===== config.mk =====
export PLATFORM = sky130hd
export DESIGN_NAME = spi_regfile_periph
export DESIGN_NICKNAME = d
export VERILOG_FILES = /design/src/rtl/spi_regfile_periph.sv
export SDC_FILE = /design/constraint.sdc
export NUM_CORES = 1
export LEC_CHECK = 0
export CAP_MARGIN = 40
export CORE_UTILIZATION = 49
export DETAILED_ROUTE_END_ITERATION = 10
export GPL_TIMING_DRIVEN = 1
export MAX_ROUTING_LAYER = met4
export PLACE_DENSITY = 0.76
export SYNTH_ARGS = -nofsm -noshare
export SYNTH_HDL_FRONTEND = slang
export SYNTH_SLANG_ARGS = --single-unit

===== constraint.sdc =====
create_clock -name sclk -period 2.7 [get_ports sclk]
set_clock_uncertainty 0.2 [all_clocks]
set_input_delay 0.54 -clock sclk [delete_from_list [all_inputs] [get_ports sclk]]
set_output_delay 0.54 -clock sclk [all_outputs]
set_load 0.03 [all_outputs]

===== src/rtl/spi_regfile_periph.sv =====
// SPI mode-0 peripheral register file clocked directly by the controller's sclk.
// Define SPI_PARITY_EN to append an odd-parity bit to every frame.
module spi_regfile_periph #(
    parameter int unsigned       NUM_REGS  = 5,
    parameter int unsigned       DATA_W    = 8,
    parameter int unsigned       ADDR_W    = 7,
    parameter logic [DATA_W-1:0] RESET_VAL = '0
) (
    input  logic                       sclk,
    input  logic                       rst_n,
    input  logic                       cs_n,
    input  logic                       copi,
    output logic                       cipo,
    output logic                       cipo_oe,
    output logic [NUM_REGS*DATA_W-1:0] regs_flat,
    output logic                       parity_err
);

`ifdef SPI_PARITY_EN
    localparam int unsigned PAR_W = 1;
`else
    localparam int unsigned PAR_W = 0;
`endif
    localparam int unsigned HDR_LEN   = 1 + ADDR_W;
    localparam int unsigned FRAME_LEN = HDR_LEN + DATA_W + PAR_W;
    localparam int unsigned CNT_W     = $clog2(FRAME_LEN + 1);
    localparam logic [ADDR_W:0] NUM_REGS_A = (ADDR_W + 1)'(NUM_REGS);

    typedef enum logic [1:0] {StCmd, StAddr, StData, StDone} state_e;

    state_e              state_q, state_d;
    logic [CNT_W-1:0]    cnt_q, cnt_d;
    logic                wr_q, wr_d;
    logic [ADDR_W-1:0]   addr_q, addr_d;
    logic                in_range_q, in_range_d;
    logic [DATA_W-1:0]   data_q, data_d;
    logic                last_bit;
    logic                par_ok;
    logic                commit;
    logic                frame_rst_n;
    logic [DATA_W-1:0]   regs_q [NUM_REGS];
    logic [DATA_W-1:0]   rd_word;
    logic [DATA_W-1:0]   rd_shift_q;
    logic                oe_q;

    // cs_n high aborts the frame; registers and parity_err live on rst_n alone
    assign frame_rst_n = rst_n & ~cs_n;

    assign last_bit = (state_q == StData) && (cnt_q == CNT_W'(FRAME_LEN - 1));

`ifdef SPI_PARITY_EN
    logic par_q, par_d;

    // Running XOR over every sampled bit; odd parity means the total incl. parity is 1
    assign par_d  = (state_q == StCmd) ? copi : (par_q ^ copi);
    assign par_ok = par_d;

    always_ff @(posedge sclk or negedge frame_rst_n) begin
        if (!frame_rst_n) begin
            par_q <= 1'b0;
        end else begin
            par_q <= par_d;
        end
    end

    always_ff @(posedge sclk or negedge rst_n) begin
        if (!rst_n) begin
            parity_err <= 1'b0;
        end else if (last_bit && !par_ok) begin
            parity_err <= 1'b1;
        end
    end
`else
    assign par_ok     = 1'b1;
    assign parity_err = 1'b0;
`endif

    always_comb begin
        state_d    = state_q;
        cnt_d      = cnt_q;
        wr_d       = wr_q;
        addr_d     = addr_q;
        in_range_d = in_range_q;
        data_d     = data_q;
        commit     = 1'b0;
        case (state_q)
            StCmd: begin
                wr_d    = copi;
                cnt_d   = CNT_W'(1);
                state_d = StAddr;
            end
            StAddr: begin
                addr_d = ADDR_W'({addr_q, copi});
                cnt_d  = cnt_q + 1'b1;
                if (cnt_q == CNT_W'(ADDR_W)) begin
                    in_range_d = ({1'b0, addr_d} < NUM_REGS_A);
                    state_d    = StData;
                end
            end
            StData: begin
                cnt_d = cnt_q + 1'b1;
                if (cnt_q < CNT_W'(HDR_LEN + DATA_W)) begin
                    data_d = DATA_W'({data_q, copi});
                end
                if (last_bit) begin
                    commit  = wr_q && in_range_q && par_ok;
                    state_d = StDone;
                end
            end
            StDone: begin
                // Counter saturates; edges ignored until cs_n rises
            end
            default: state_d = StCmd;
        endcase
    end

    always_ff @(posedge sclk or negedge frame_rst_n) begin
        if (!frame_rst_n) begin
            state_q    <= StCmd;
            cnt_q      <= '0;
            wr_q       <= 1'b0;
            addr_q     <= '0;
            in_range_q <= 1'b0;
            data_q     <= '0;
        end else begin
            state_q    <= state_d;
            cnt_q      <= cnt_d;
            wr_q       <= wr_d;
            addr_q     <= addr_d;
            in_range_q <= in_range_d;
            data_q     <= data_d;
        end
    end

    always_ff @(posedge sclk or negedge rst_n) begin
        if (!rst_n) begin
            for (int r = 0; r < NUM_REGS; r++) begin
                regs_q[r] <= RESET_VAL;
            end
        end else if (commit) begin
            for (int r = 0; r < NUM_REGS; r++) begin
                if (addr_q == ADDR_W'(r)) begin
                    regs_q[r] <= data_d;
                end
            end
        end
    end

    always_comb begin
        rd_word = '0;
        for (int r = 0; r < NUM_REGS; r++) begin
            if (in_range_q && (addr_q == ADDR_W'(r))) begin
                rd_word = regs_q[r];
            end
        end
    end

    // Read data launches on falling edges so the controller samples it on rising edges
    always_ff @(negedge sclk or negedge frame_rst_n) begin
        if (!frame_rst_n) begin
            rd_shift_q <= '0;
            oe_q       <= 1'b0;
        end else if ((state_q == StData) && (cnt_q == CNT_W'(HDR_LEN)) && !wr_q) begin
            rd_shift_q <= rd_word;
            oe_q       <= 1'b1;
        end else if ((state_q == StData) && oe_q) begin
            rd_shift_q <= rd_shift_q << 1;
        end else if (state_q == StDone) begin
            oe_q <= 1'b0;
        end
    end

    assign cipo_oe = oe_q && (state_q != StDone);
    assign cipo    = cipo_oe & rd_shift_q[DATA_W-1];

    for (genvar g = 0; g < NUM_REGS; g++) begin : g_flat
        assign regs_flat[g*DATA_W +: DATA_W] = regs_q[g];
    end

endmodule


### Word level (Yosys, flattened, before mapping)

Cells that the tools add are included.

* flip-flop bits (word level): 73
* bits in latches: 0
* memory bits (writable): 0
* memory bits (read-only): 0
* output and inout port bits: 43
* word-level logic and storage cells: 78
* memories kept: 0

* add/subtract/negate cells: 1
* multipliers: 0
* divide/modulo/power cells: 0
* $lt $le $gt $ge: 2
* equal/unequal tests: 14
* shift-type cells: 0
* muxes and demuxes: 18
* bitwise operators: 3
* reduce and logical (&&, ||, !) cells: 27

Operators by type and width (number)
* 2-to-1 mux 8 bit: 9
* equality test 7 x 2 -> 1 bit, second input constant: 2
* AND reduction 2 bit: 7
* logical AND 1 bit: 11
* equality test 5 x 4 -> 1 bit, second input constant: 2
* one-hot mux 5 bit (2 select lines): 1
* inequality test 2 bit, second input constant: 4
* equality test 7 x 1 -> 1 bit, second input constant: 1
* equality test 7 x 3 -> 1 bit, second input constant: 1
* zero test 7 bit: 1
* < comparator 7 x 3 -> 1 bit, second input constant: 1
* one-hot mux 2 bit (3 select lines): 1
* nonzero test 2 bit: 3
* adder 5 x 1 -> 5 bit, second input constant: 1
* equality test 5 x 3 -> 1 bit, second input constant: 1
* < comparator 5 bit, second input constant: 1
* 2-to-1 mux 1 bit: 5
* equality test 2 bit, second input constant: 2
* 2-to-1 mux 2 bit: 2
* AND reduction 3 bit: 1
* nonzero test 3 bit: 1
* AND 1 bit: 2
* equality test 2 x 1 -> 1 bit, second input constant: 1
* zero test 2 bit: 1
* 3 further kinds: 3

### Depth between registers and ports, before layout

* depth after elaboration: 8
* gate-level depth with buffers: 8
* gate-level depth less buffers: 7

==> flow_metrics.env <==
export IMPL_wl_per_cell_um=17.1
export IMPL_arrival_ns=2.52
export IMPL_wl_met3_um=397
export IMPL_grt_pass1_wl_um=13800
export IMPL_route_met2_wl_um=4110
export IMPL_cts_buffer_depth=2
export IMPL_crit_required_ns=1.96
export IMPL_ys_top_cells_by_area="dfrtp_1, o21ai_0, mux2i_1"
export IMPL_clk_pin_slew_ns=0.08
export IMPL_cts_tree="yes"
export IMPL_finish_utilization_pct=70.1
export IMPL_vias=2772
export IMPL_leakagePower_nw=2.10
export IMPL_yosysTopAreaCellShare_pct=47.6
export IMPL_core_area_mm2=0.00649
export IMPL_setup_viol=11
export IMPL_hold_class="input port to async pin"
export IMPL_htreeDepth=3
export IMPL_p_comb_share_pct=4.3
export IMPL_cts_root_buf="clkbuf_8"
export IMPL_grt_max_degree=41
export IMPL_synth_top_flop_cell="dfrtp_1"
export IMPL_p_per_area_mw_per_mm2=475
export IMPL_setup_ws_ns=-0.563
export IMPL_multiInputGateArea_mm2=0.00156
export IMPL_highest_layer="met4"
export IMPL_r2r_slack_ns=-0.42
export IMPL_clockPowerShare_pct=44.0
export IMPL_end_kind="output pin"
export IMPL_chipWidth_um=84.9
export IMPL_ir_drop_mv=0.444
export IMPL_violations="negative setup slack"
export IMPL_start_util_pct=51.8
export IMPL_yosysMostFrequentCell="dfrtp_1"
export IMPL_drt_iter0_drc=201
export IMPL_synth_avg_cell_area_um2=10.5
export IMPL_place_area_mm2=0.00414
export IMPL_synthesis_area_mm2=0.00337
export IMPL_seqCellArea_mm2=0.00183
export IMPL_p_sw_mw=0.502
export IMPL_stdcell_count=489
export IMPL_syn2layout_area_growth_pct=35.2
export IMPL_via_per_inst=5.67
export IMPL_hold_buffers=0
export IMPL_power_total_mw=2.16
export IMPL_fp_dieH_um=84.9
export IMPL_cp_max_fo=3
export IMPL_r2r_end="rd_shift_q[1]"
export IMPL_track_usage_pct=25.8
export IMPL_seq_power_share_pct=51.7
export IMPL_status="finished with violations"
export IMPL_path_class="register to output pin"
export IMPL_nets=420
export IMPL_diodes=0
export IMPL_ys_warn_count=0
export IMPL_design_area_mm2=0.00455
export IMPL_cts_buffers_inserted=9
export IMPL_ff2ff_path_depth=6
export IMPL_gp_congestion=0.783
export IMPL_layout_drive_gt1_share_pct=24.5
export IMPL_synth_edff_count=0
export IMPL_relSlewSlack_pct=57.6
export IMPL_n_fill_cell=465
export IMPL_yosysSeqAreaShare_pct=54.3
export IMPL_worstMarginPinSlew_ns=0.618
export IMPL_timing_rr_start="cnt_q[0]"
export IMPL_ys_ff_latch=73
export IMPL_detailed_place_hpwl_um=5710
export IMPL_syn_nets=335
export IMPL_yosys_area_top_type="dfrtp_1"
export IMPL_routed_wl_um=8370
export IMPL_worstSkewPairLatency_ns=0.35
export IMPL_synth_cells=322
export IMPL_p_sw_share_pct=23.2
export IMPL_slew_viol_final=0
export IMPL_dr_pass1_iters=4
export IMPL_grt_overflow=0
export IMPL_drv_cap=0
export IMPL_placedCellCount=465
export IMPL_critPathLaunchType="register"
export IMPL_postRouteAntennaNets=0
export IMPL_ys_types=39
export IMPL_internal_power_mw=1.66
export IMPL_wl_met1_um=3700
export IMPL_synthArstFlopShare_pct=100
export IMPL_design_die_area_mm2=0.00721
export IMPL_rows=29
export IMPL_grt_pass1_vias=2818
export IMPL_port_buffers=45
export IMPL_io_pins=47
export IMPL_drc_errors=0
export IMPL_rsz0062_at_grt="true"
export IMPL_antenna_found_initial=0
export IMPL_synth_common_cells="dfrtp_1, o21ai_0, nand2_1, mux2i_1, inv_1"
export IMPL_cts_sinks=73
export IMPL_finalHoldViolCount=0
-- how the worst max path moves through the flow --
stage	from	slack (ns)	to
2_1_floorplan	state_q[0]	-0.56	oe_q
3_3_place_gp	cnt_q[0]	-0.40	rd_shift_q[3]
3_5_place_dp	cnt_q[0]	-0.54	rd_shift_q[5]
4_1_cts	oe_q	-0.57	cipo
5_1_grt	oe_q	-0.61	cipo
6_report	oe_q	-0.56	cipo
-- critical path: stages, from the launching register on --
cell,delay (ns)
dfrtn_1,0.42
nor2b_4,0.16
and2_4,0.14
buf_6,0.12
-- layout by cell type, fill, tap and decap left out, drive strengths merged, types with 3 or more instances in the layout --
master and count:
clkbuf 9, buf 47, nor2b 5, nor2 12, dfrtp 64, mux2 7
o21ai 54, a2bb2oi 6, nand3 4, clkinv 4, nand4 4, and3 3
mux2i 23, a31oi 7, inv 16, and2 4, clkdlybuf4s50 42, nand2 50
dfrtn 9, ha 9, a22o 10
-- cell type report --
class	count	share of cell area [%]
Multi-Input combinational cell	218	34.3
Sequential cell	73	40.2
Clock buffer	9	2.72
Clock inverter	7	2.09
Inverter	16	1.32
Tap cell	77	2.12
Timing Repair Buffer	89	17.3
-- flip-flops by register name, summed over array words and instances (netlist names) --
name        cells
in_range_q      1
regs_flat      40
wr_q            1
rd_shift_q      8
data_q          8
oe_q            1
cnt_q           5
state_q         2
addr_q          7
-- routing by layer --
metal / vias to the layer above / global-route usage [%]
met1: 1356 / 32.5
met2: 98 / 41.2
li1: 1301 / -
met4: 0 / 11.7
met5: - / -
met3: 17 / 4.28
-- per-stage QoR --
step,worst slack [ns],TNS [ns],hold slack (ns)
finish,-0.563,-4.27,0.0732
global route,-0.615,-5.01,0.119
CTS,-0.569,-4.07,0.0957
detailed placement,-0.542,-4.55,0.298
global placement,-0.396,-3.60,0.290
floorplan,-0.561,-4.31,0.0444
-- logic make-up after synthesis --
| group | Yosys count | synth area share (%) |
|---|---|---|
| other cells | 1 | 0.111 |
| flops | 73 | 54.3 |
| compound gates | 81 | 14.3 |
| buf+inv | 32 | 4.01 |
| simple gates | 95 | 14.2 |
| fa+ha+maj | 9 | 3.34 |
| mux | 31 | 9.85 |
-- power groups by stage --
stage	combinational, mW	clock, mW	sequential [mW]
6_report	0.0926	0.950	1.12
5_1_grt	0.102	1.01	1.12
4_1_cts	0.0931	0.954	1.12
3_5_place_dp	0.0923	0	1.14
3_3_place_gp	0.0898	0	1.14
2_1_floorplan	0.0478	0	1.14
-- what timing repair did --
action | 4_1_cts | 5_1_grt
buffers inserted | 4 | 3
gates cloned | 1 | 0
endpoints found under the setup margin | 11 | 11
resized for setup | 23 | 8
pin swaps | 14 | 6
No activity file was read; power rests on OpenSTA's default activity.
